### config.mk
export PLATFORM = sky130hd
export DESIGN_NAME = apb_master_bridge_flat
export DESIGN_NICKNAME = d
export VERILOG_FILES = /design/src/rtl/apb_master_bridge_if.sv /design/src/rtl/apb_master_bridge.sv /design/src/flat_wrapper.sv
export SDC_FILE = /design/constraint.sdc
export NUM_CORES = 1
export LEC_CHECK = 0
export CORE_MARGIN = 1
export CORE_UTILIZATION = 39
export DETAILED_ROUTE_END_ITERATION = 10
export HOLD_SLACK_MARGIN = 0.06
export PLACE_DENSITY = 0.9
export SLEW_MARGIN = 20
export SYNTH_ARGS = -nofsm -noshare
export SYNTH_HDL_FRONTEND = slang
export SYNTH_SLANG_ARGS = --single-unit
### constraint.sdc
create_clock -name pclk -period 2.11 [get_ports pclk]
set_clock_uncertainty 0.15 [all_clocks]
set_input_delay 0.5275 -clock pclk [delete_from_list [all_inputs] [get_ports pclk]]
set_output_delay 0.5275 -clock pclk [all_outputs]
set_load 0.01 [all_outputs]
### src/rtl/apb_master_bridge_if.sv
// Command, response and APB signal bundle for the APB master bridge.
// The master modport is the bridge. The slave modport is everything that talks
// to it: the command source, the response consumer and the APB completer.
interface apb_master_bridge_if #(
  parameter int ADDR_W = 32,
  parameter int DATA_W = 32
);
  // command channel
  logic              cmd_valid;
  logic              cmd_ready;
  logic              cmd_write;
  logic [ADDR_W-1:0] cmd_addr;
  logic [DATA_W-1:0] cmd_wdata;
  // response channel
  logic              rsp_valid;
  logic              rsp_ready;
  logic [DATA_W-1:0] rsp_rdata;
  logic              rsp_err;
  logic              rsp_tmo;
  // APB requester side
  logic              psel;
  logic              penable;
  logic              pwrite;
  logic [ADDR_W-1:0] paddr;
  logic [DATA_W-1:0] pwdata;
  logic [DATA_W-1:0] prdata;
  logic              pready;
  logic              pslverr;

  modport master (
    input  cmd_valid, cmd_write, cmd_addr, cmd_wdata, rsp_ready,
    input  prdata, pready, pslverr,
    output cmd_ready, rsp_valid, rsp_rdata, rsp_err, rsp_tmo,
    output psel, penable, pwrite, paddr, pwdata
  );

  modport slave (
    output cmd_valid, cmd_write, cmd_addr, cmd_wdata, rsp_ready,
    output prdata, pready, pslverr,
    input  cmd_ready, rsp_valid, rsp_rdata, rsp_err, rsp_tmo,
    input  psel, penable, pwrite, paddr, pwdata
  );
endinterface

### src/rtl/apb_master_bridge.sv
// Single-outstanding APB requester. It takes one command from a valid/ready
// channel, runs one SETUP/ACCESS transfer, and returns read data and error status
// on a valid/ready response channel. A bounded pready wait aborts a hung slave.
module apb_master_bridge #(
  parameter int ADDR_W     = 32,
  parameter int DATA_W     = 32,
  parameter int TMO_CYCLES = 16
) (
  input  logic                pclk,
  input  logic                preset_n,
  apb_master_bridge_if.master bus
);

  // The counter only has to hold 0..TMO_CYCLES-1.
  localparam int CNT_W = (TMO_CYCLES > 1) ? $clog2(TMO_CYCLES) : 1;
  localparam logic [CNT_W-1:0] TMO_LAST = CNT_W'(TMO_CYCLES - 1);
  localparam logic [ADDR_W-1:0] WORD_MASK = ~(ADDR_W'(3));

  typedef enum logic [1:0] {
    IDLE   = 2'd0,
    SETUP  = 2'd1,
    ACCESS = 2'd2,
    RESP   = 2'd3
  } state_t;

  state_t            state_reg, state_next;
  logic [CNT_W-1:0]  count_reg, count_next;
  logic              accept;
  logic              complete;
  logic              abort;

  logic              pwrite_reg;
  logic [ADDR_W-1:0] paddr_reg;
  logic [DATA_W-1:0] pwdata_reg;
  logic [DATA_W-1:0] rsp_rdata_reg;
  logic              rsp_err_reg;
  logic              rsp_tmo_reg;

  // State and timeout counter. An asynchronous reset returns to IDLE immediately.
  always_ff @(posedge pclk or negedge preset_n) begin
    if (!preset_n) begin
      state_reg <= IDLE;
      count_reg <= '0;
    end else begin
      state_reg <= state_next;
      count_reg <= count_next;
    end
  end

  // Next-state logic. ACCESS ends on pready or when the wait budget runs out.
  always_comb begin
    state_next = state_reg;
    count_next = count_reg;
    accept     = 1'b0;
    complete   = 1'b0;
    abort      = 1'b0;
    case (state_reg)
      IDLE: begin
        if (bus.cmd_valid) begin
          accept     = 1'b1;
          state_next = SETUP;
        end
      end
      SETUP: begin
        count_next = '0;
        state_next = ACCESS;
      end
      ACCESS: begin
        if (bus.pready) begin
          complete   = 1'b1;
          state_next = RESP;
        end else if (TMO_CYCLES != 0) begin
          if (count_reg == TMO_LAST) begin
            abort      = 1'b1;
            state_next = RESP;
          end else begin
            count_next = count_reg + 1'b1;
          end
        end
      end
      RESP: begin
        if (bus.rsp_ready) begin
          state_next = IDLE;
        end
      end
      default: state_next = IDLE;
    endcase
  end

  // APB address phase registers. They change only when a new command is accepted.
  always_ff @(posedge pclk or negedge preset_n) begin
    if (!preset_n) begin
      pwrite_reg <= 1'b0;
      paddr_reg  <= '0;
      pwdata_reg <= '0;
    end else if (accept) begin
      pwrite_reg <= bus.cmd_write;
      paddr_reg  <= bus.cmd_addr & WORD_MASK;
      pwdata_reg <= bus.cmd_wdata;
    end
  end

  // Response registers. They are loaded when ACCESS ends and held through RESP.
  always_ff @(posedge pclk or negedge preset_n) begin
    if (!preset_n) begin
      rsp_rdata_reg <= '0;
      rsp_err_reg   <= 1'b0;
      rsp_tmo_reg   <= 1'b0;
    end else if (complete) begin
      rsp_rdata_reg <= pwrite_reg ? '0 : bus.prdata;
      rsp_err_reg   <= bus.pslverr;
      rsp_tmo_reg   <= 1'b0;
    end else if (abort) begin
      rsp_rdata_reg <= '0;
      rsp_err_reg   <= 1'b1;
      rsp_tmo_reg   <= 1'b1;
    end
  end

  // Handshake and APB phase outputs are decoded straight from the state, so reset
  // clears them without waiting for a clock edge.
  assign bus.cmd_ready = (state_reg == IDLE);
  assign bus.psel      = (state_reg == SETUP) || (state_reg == ACCESS);
  assign bus.penable   = (state_reg == ACCESS);
  assign bus.rsp_valid = (state_reg == RESP);
  assign bus.pwrite    = pwrite_reg;
  assign bus.paddr     = paddr_reg;
  assign bus.pwdata    = pwdata_reg;
  assign bus.rsp_rdata = rsp_rdata_reg;
  assign bus.rsp_err   = rsp_err_reg;
  assign bus.rsp_tmo   = rsp_tmo_reg;

endmodule

### src/flat_wrapper.sv
// flat-port wrapper written by rule: the top's interface ports become plain ports
module apb_master_bridge_flat 
#(
  parameter int ADDR_W     = 32,
  parameter int DATA_W     = 32,
  parameter int TMO_CYCLES = 16
)
  (pclk, preset_n, bus_cmd_valid, bus_cmd_write, bus_cmd_addr, bus_cmd_wdata, bus_rsp_ready, bus_prdata, bus_pready, bus_pslverr, bus_cmd_ready, bus_rsp_valid, bus_rsp_rdata, bus_rsp_err, bus_rsp_tmo, bus_psel, bus_penable, bus_pwrite, bus_paddr, bus_pwdata);
  apb_master_bridge_if #(.ADDR_W(ADDR_W), .DATA_W(DATA_W)) bus_i ();
  input  logic pclk;
  input  logic preset_n;
  input wire logic [$bits(bus_i.cmd_valid)-1:0] bus_cmd_valid;
  input wire logic [$bits(bus_i.cmd_write)-1:0] bus_cmd_write;
  input wire logic [$bits(bus_i.cmd_addr)-1:0] bus_cmd_addr;
  input wire logic [$bits(bus_i.cmd_wdata)-1:0] bus_cmd_wdata;
  input wire logic [$bits(bus_i.rsp_ready)-1:0] bus_rsp_ready;
  input wire logic [$bits(bus_i.prdata)-1:0] bus_prdata;
  input wire logic [$bits(bus_i.pready)-1:0] bus_pready;
  input wire logic [$bits(bus_i.pslverr)-1:0] bus_pslverr;
  output wire logic [$bits(bus_i.cmd_ready)-1:0] bus_cmd_ready;
  output wire logic [$bits(bus_i.rsp_valid)-1:0] bus_rsp_valid;
  output wire logic [$bits(bus_i.rsp_rdata)-1:0] bus_rsp_rdata;
  output wire logic [$bits(bus_i.rsp_err)-1:0] bus_rsp_err;
  output wire logic [$bits(bus_i.rsp_tmo)-1:0] bus_rsp_tmo;
  output wire logic [$bits(bus_i.psel)-1:0] bus_psel;
  output wire logic [$bits(bus_i.penable)-1:0] bus_penable;
  output wire logic [$bits(bus_i.pwrite)-1:0] bus_pwrite;
  output wire logic [$bits(bus_i.paddr)-1:0] bus_paddr;
  output wire logic [$bits(bus_i.pwdata)-1:0] bus_pwdata;
  assign bus_i.cmd_valid = bus_cmd_valid;
  assign bus_i.cmd_write = bus_cmd_write;
  assign bus_i.cmd_addr = bus_cmd_addr;
  assign bus_i.cmd_wdata = bus_cmd_wdata;
  assign bus_i.rsp_ready = bus_rsp_ready;
  assign bus_i.prdata = bus_prdata;
  assign bus_i.pready = bus_pready;
  assign bus_i.pslverr = bus_pslverr;
  assign bus_cmd_ready = bus_i.cmd_ready;
  assign bus_rsp_valid = bus_i.rsp_valid;
  assign bus_rsp_rdata = bus_i.rsp_rdata;
  assign bus_rsp_err = bus_i.rsp_err;
  assign bus_rsp_tmo = bus_i.rsp_tmo;
  assign bus_psel = bus_i.psel;
  assign bus_penable = bus_i.penable;
  assign bus_pwrite = bus_i.pwrite;
  assign bus_paddr = bus_i.paddr;
  assign bus_pwdata = bus_i.pwdata;
  apb_master_bridge #(.ADDR_W(ADDR_W), .DATA_W(DATA_W), .TMO_CYCLES(TMO_CYCLES)) u_core (.pclk(pclk), .preset_n(preset_n), .bus(bus_i));
endmodule
==> impl_results.rst <==
.. list-table::
   :header-rows: 1

   * - Metric
     - Value
   * - Result of the run
     - complete, no violations
   * - Overall die height
     - 103 µm
   * - Synthesized netlist cell count
     - 256
   * - Type of destination of the critical path
     - output pin
   * - Share of the synthesized area in compound gates (AO/OA/AOI/OAI)
     - 8.53%
   * - Final setup violation count
     - 0
   * - Area of the placeable core
     - 0.00977 mm²
   * - Horiz. Die Dim
     - 103 µm
   * - Sequential area share after synthesis
     - 65.3%
   * - Wire length of the first global-routing pass
     - 15.4 mm
   * - Average wire per standard cell
     - 17.1 µm
   * - Maximum vdd drop
     - 0.856 mV
   * - Initial standard-cell utilization of the core
     - 40.4%
   * - Yosys synthesis warning count
     - 0
   * - Worst min-delay path endpoint
     - u_core.bus.paddr[26]
   * - Main combinational cell family by area after synthesis
     - multiplexers
   * - Cell area after layout
     - 0.00644 mm²
   * - Worst Hold Path Cells
     - 1
   * - Clock-pin transition on the worst setup and hold timing paths
     - 0.09 ns
   * - Max H-tree Level
     - 3
   * - Leftover overflow at the end of global routing
     - 0
   * - Antenna viol nets, final
     - 0
   * - Sequence of cells on the critical path
     - buf_4 > ha_1 > clkdlybuf4s15_1
   * - TritonCTS sink count
     - 103
   * - Final hold violation count
     - 0
   * - End-of-flow core utilization
     - 65.9%
   * - First-pass detailed-route iteration total
     - 4
   * - Top area cells in the synthesized netlist
     - dfrtp_1 (65%), mux2_2 (18%), a22o_1 (7.1%)
   * - Power after layout
     - 9.18 mW
   * - Overall die area
     - 0.0105 mm²
   * - Final critical-path share of the clock period
     - 96.9%
   * - Upper clock frequency limit
     - 489 MHz
   * - Simple-gate share of the synthesized area
     - 2.09%
   * - Diodes inserted
     - 0
   * - R2r setup slk
     - 0.09 ns
   * - Total routed wirelength
     - 10.4 mm
   * - Share of flip-flops with an asynchronous set or reset
     - 100%
   * - Largest stage delay, worst path
     - 0.42 ns
   * - Min-delay src
     - u_core.bus.paddr[26]
   * - Final estimated routing congestion in global placement
     - 0.733
   * - WP data arrival
     - 1.37 ns
   * - Multiplexer share of the synthesized area
     - 19.6%
   * - Count of flip-flops with a built-in enable after synthesis
     - 0
   * - I/O pin count
     - 206
   * - Final #Nets
     - 582
   * - Worst hold path type
     - reg -> reg
   * - Unrepaired setup endpoints after global routing
     - no
   * - TritonCTS buffer count
     - 9
   * - Tmin final
     - 2.04 ns
   * - Number of global-route vias before repair
     - 3005
   * - Ys flop type
     - dfrtp_1
   * - Post-placement setup slack
     - -0.101 ns
   * - Cells after DPL
     - 592
   * - Most instantiated cells after synthesis
     - dfrtp_1 (103), mux2_2 (64), a22o_1 (32), buf_2 (12)
   * - Post-synthesis sequential element count
     - 103
   * - Cells on worst reg2reg path
     - 6
   * - Area used by multi-input combinational logic
     - 0.00130 mm²
   * - Fraction of synthesized cell area in xor and xnor cells
     - 0%
   * - Floorplan row count
     - 36
   * - Count of maximum capacitance violations
     - 0
   * - Number of pins with negative max-slew slack in the final report
     - 0
   * - Crit path buffers/inverters
     - 2
   * - Library cell occupying the most area in the post-synthesis netlist
     - dfrtp_1
   * - Worst-case hold slack
     - 0.361 ns
   * - Reg-to-Reg Start
     - u_core.state_reg[0]
   * - Static Leakage
     - 2.77 nW
   * - Synth cell types
     - 24
   * - Cell with the largest stage delay on the worst path
     - dfrtp_1
   * - Largest delay contributor family on the critical path
     - flip-flops
   * - Area share of the largest cell type after synthesis
     - 65.3%
   * - Most used standard cell by instance count after synthesis
     - dfrtp_1
   * - Maximum number of pins on one net before global-route repair
     - 47
   * - Placed inst area
     - 0.00624 mm²
   * - Maximum net fanout on the critical path
     - 3
   * - Sum of negative setup slack
     - 0 ns
   * - All-Layer GR Usage
     - 19.7%
   * - Signed area change from the synthesized netlist to the final layout
     - 63.2%
   * - Critical path class
     - reg -> out
   * - CP required
     - 1.43 ns
   * - Post-route non-filler standard cell count
     - 611
   * - Antenna violations before repair
     - 0
   * - Number of buffers inserted by port buffering
     - 201
   * - Iter 0 DRT Violations
     - 62
   * - Total via count in the routed design
     - 2938
   * - FF-to-FF End
     - u_core.state_reg[1]
   * - Post-synthesis adder-cell area fraction
     - 1.90%
   * - CTS tree
     - built
   * - Power density over cell area
     - 1430 mW/mm²
   * - Worst-case setup margin in the final layout
     - 0.0659 ns
   * - Detailed placement HPWL
     - 7.82 mm
   * - Register area
     - 0.00258 mm²
   * - Longest Clk Path Bufs
     - 2
   * - Post-Syn Area per Cell
     - 15.4 µm²
   * - CP startpoint kind
     - flop
   * - Share of post-route cells with drive strength above 1
     - 21.8%
   * - Number of remaining DRC errors
     - 0
   * - Root cell of the clock tree
     - clkbuf_8
   * - Ratio of routed vias to standard cells
     - 4.81
   * - Mapped Area
     - 0.00395 mm²
   * - Clock insertion delay at the later pin of the skew report
     - 0.35 ns
   * - Fill count
     - 739
==> kinds of logic after synthesis <==
family | count (synthesis)
adder cells (fa/ha/maj) | 6
buffers and inverters | 20
flip-flops | 103
multiplexers | 69
AO/OA/AOI/OAI | 41
other | 1
AND/OR/NAND/NOR | 16
==> metal layers <==
metal,GRT usage [%],share of wire (%),vias up
li1,-,-,1354
met1,23.6,40,1443
met2,33.8,50,134
met3,5.83,9.1,7
met4,6.92,0.75,0
met5,0,0,-
==> cells in the final DEF, fill, tap and decap left out, types with 3 or more instances in the layout <==
cell / n
a22o_1: 32
a31oi_1: 4
buf_12: 5
buf_4: 13
clkbuf_8: 10
clkdlybuf4s50_1: 196
dfrtp_1: 103
ha_1: 4
inv_1: 5
mux2_2: 64
mux2i_1: 3
nand2_1: 3
==> final cells by class <==
| cell class | instances | share of cell area [%] |
|---|---|---|
| inverter | 6 | 0.350 |
| sequential | 103 | 40.0 |
| timing repair buffer | 219 | 34.2 |
| clock buffer | 12 | 2.25 |
| clock inverter | 4 | 0.466 |
| tap | 133 | 2.59 |
| multi-input combinational | 134 | 20.1 |
==> repair_timing <==
action | CTS | global route
hold buffers | 1 | 0
hold endpoints to repair | 26 | 0
pin swaps | 0 | 1
resized for setup | 11 | 3
buffers inserted | 2 | 0
setup endpoints to repair | 4 | 4
==> how the worst max path moves through the flow <==
stage	startpoint	slack [ns]	cells after the start	end
2_1_floorplan	u_core.state_reg[0]	0.29	6	u_core.bus.rsp_rdata[10]
3_3_place_gp	bus_cmd_valid	-0.00007	4	u_core.state_reg[1]
3_5_place_dp	bus_cmd_valid	-0.10	4	u_core.state_reg[1]
4_1_cts	u_core.state_reg[0]	0.01	4	bus_cmd_ready
5_1_grt	u_core.state_reg[1]	0.004	3	bus_rsp_valid
6_report	u_core.state_reg[1]	0.07	3	bus_rsp_valid
==> power breakdown <==
group | leakage (nW) | internal, mW | switching, mW
clock | 0.0870 | 0.468 | 0.659
combinational | 1.42 | 2.87 | 1.70
sequential | 1.26 | 2.93 | 0.556
total | 2.77 | 6.26 | 2.91
==> worst register-to-register path: stages (launching register included) <==
cell and delay [ns]:
dfrtp_1 0.38, inv_2 0.05, buf_4 0.14, ha_1 0.28, nor2b_1 0.17, a222oi_1 0.37
mux2_1 0.39
No activity file was read; power rests on OpenSTA's default activity.
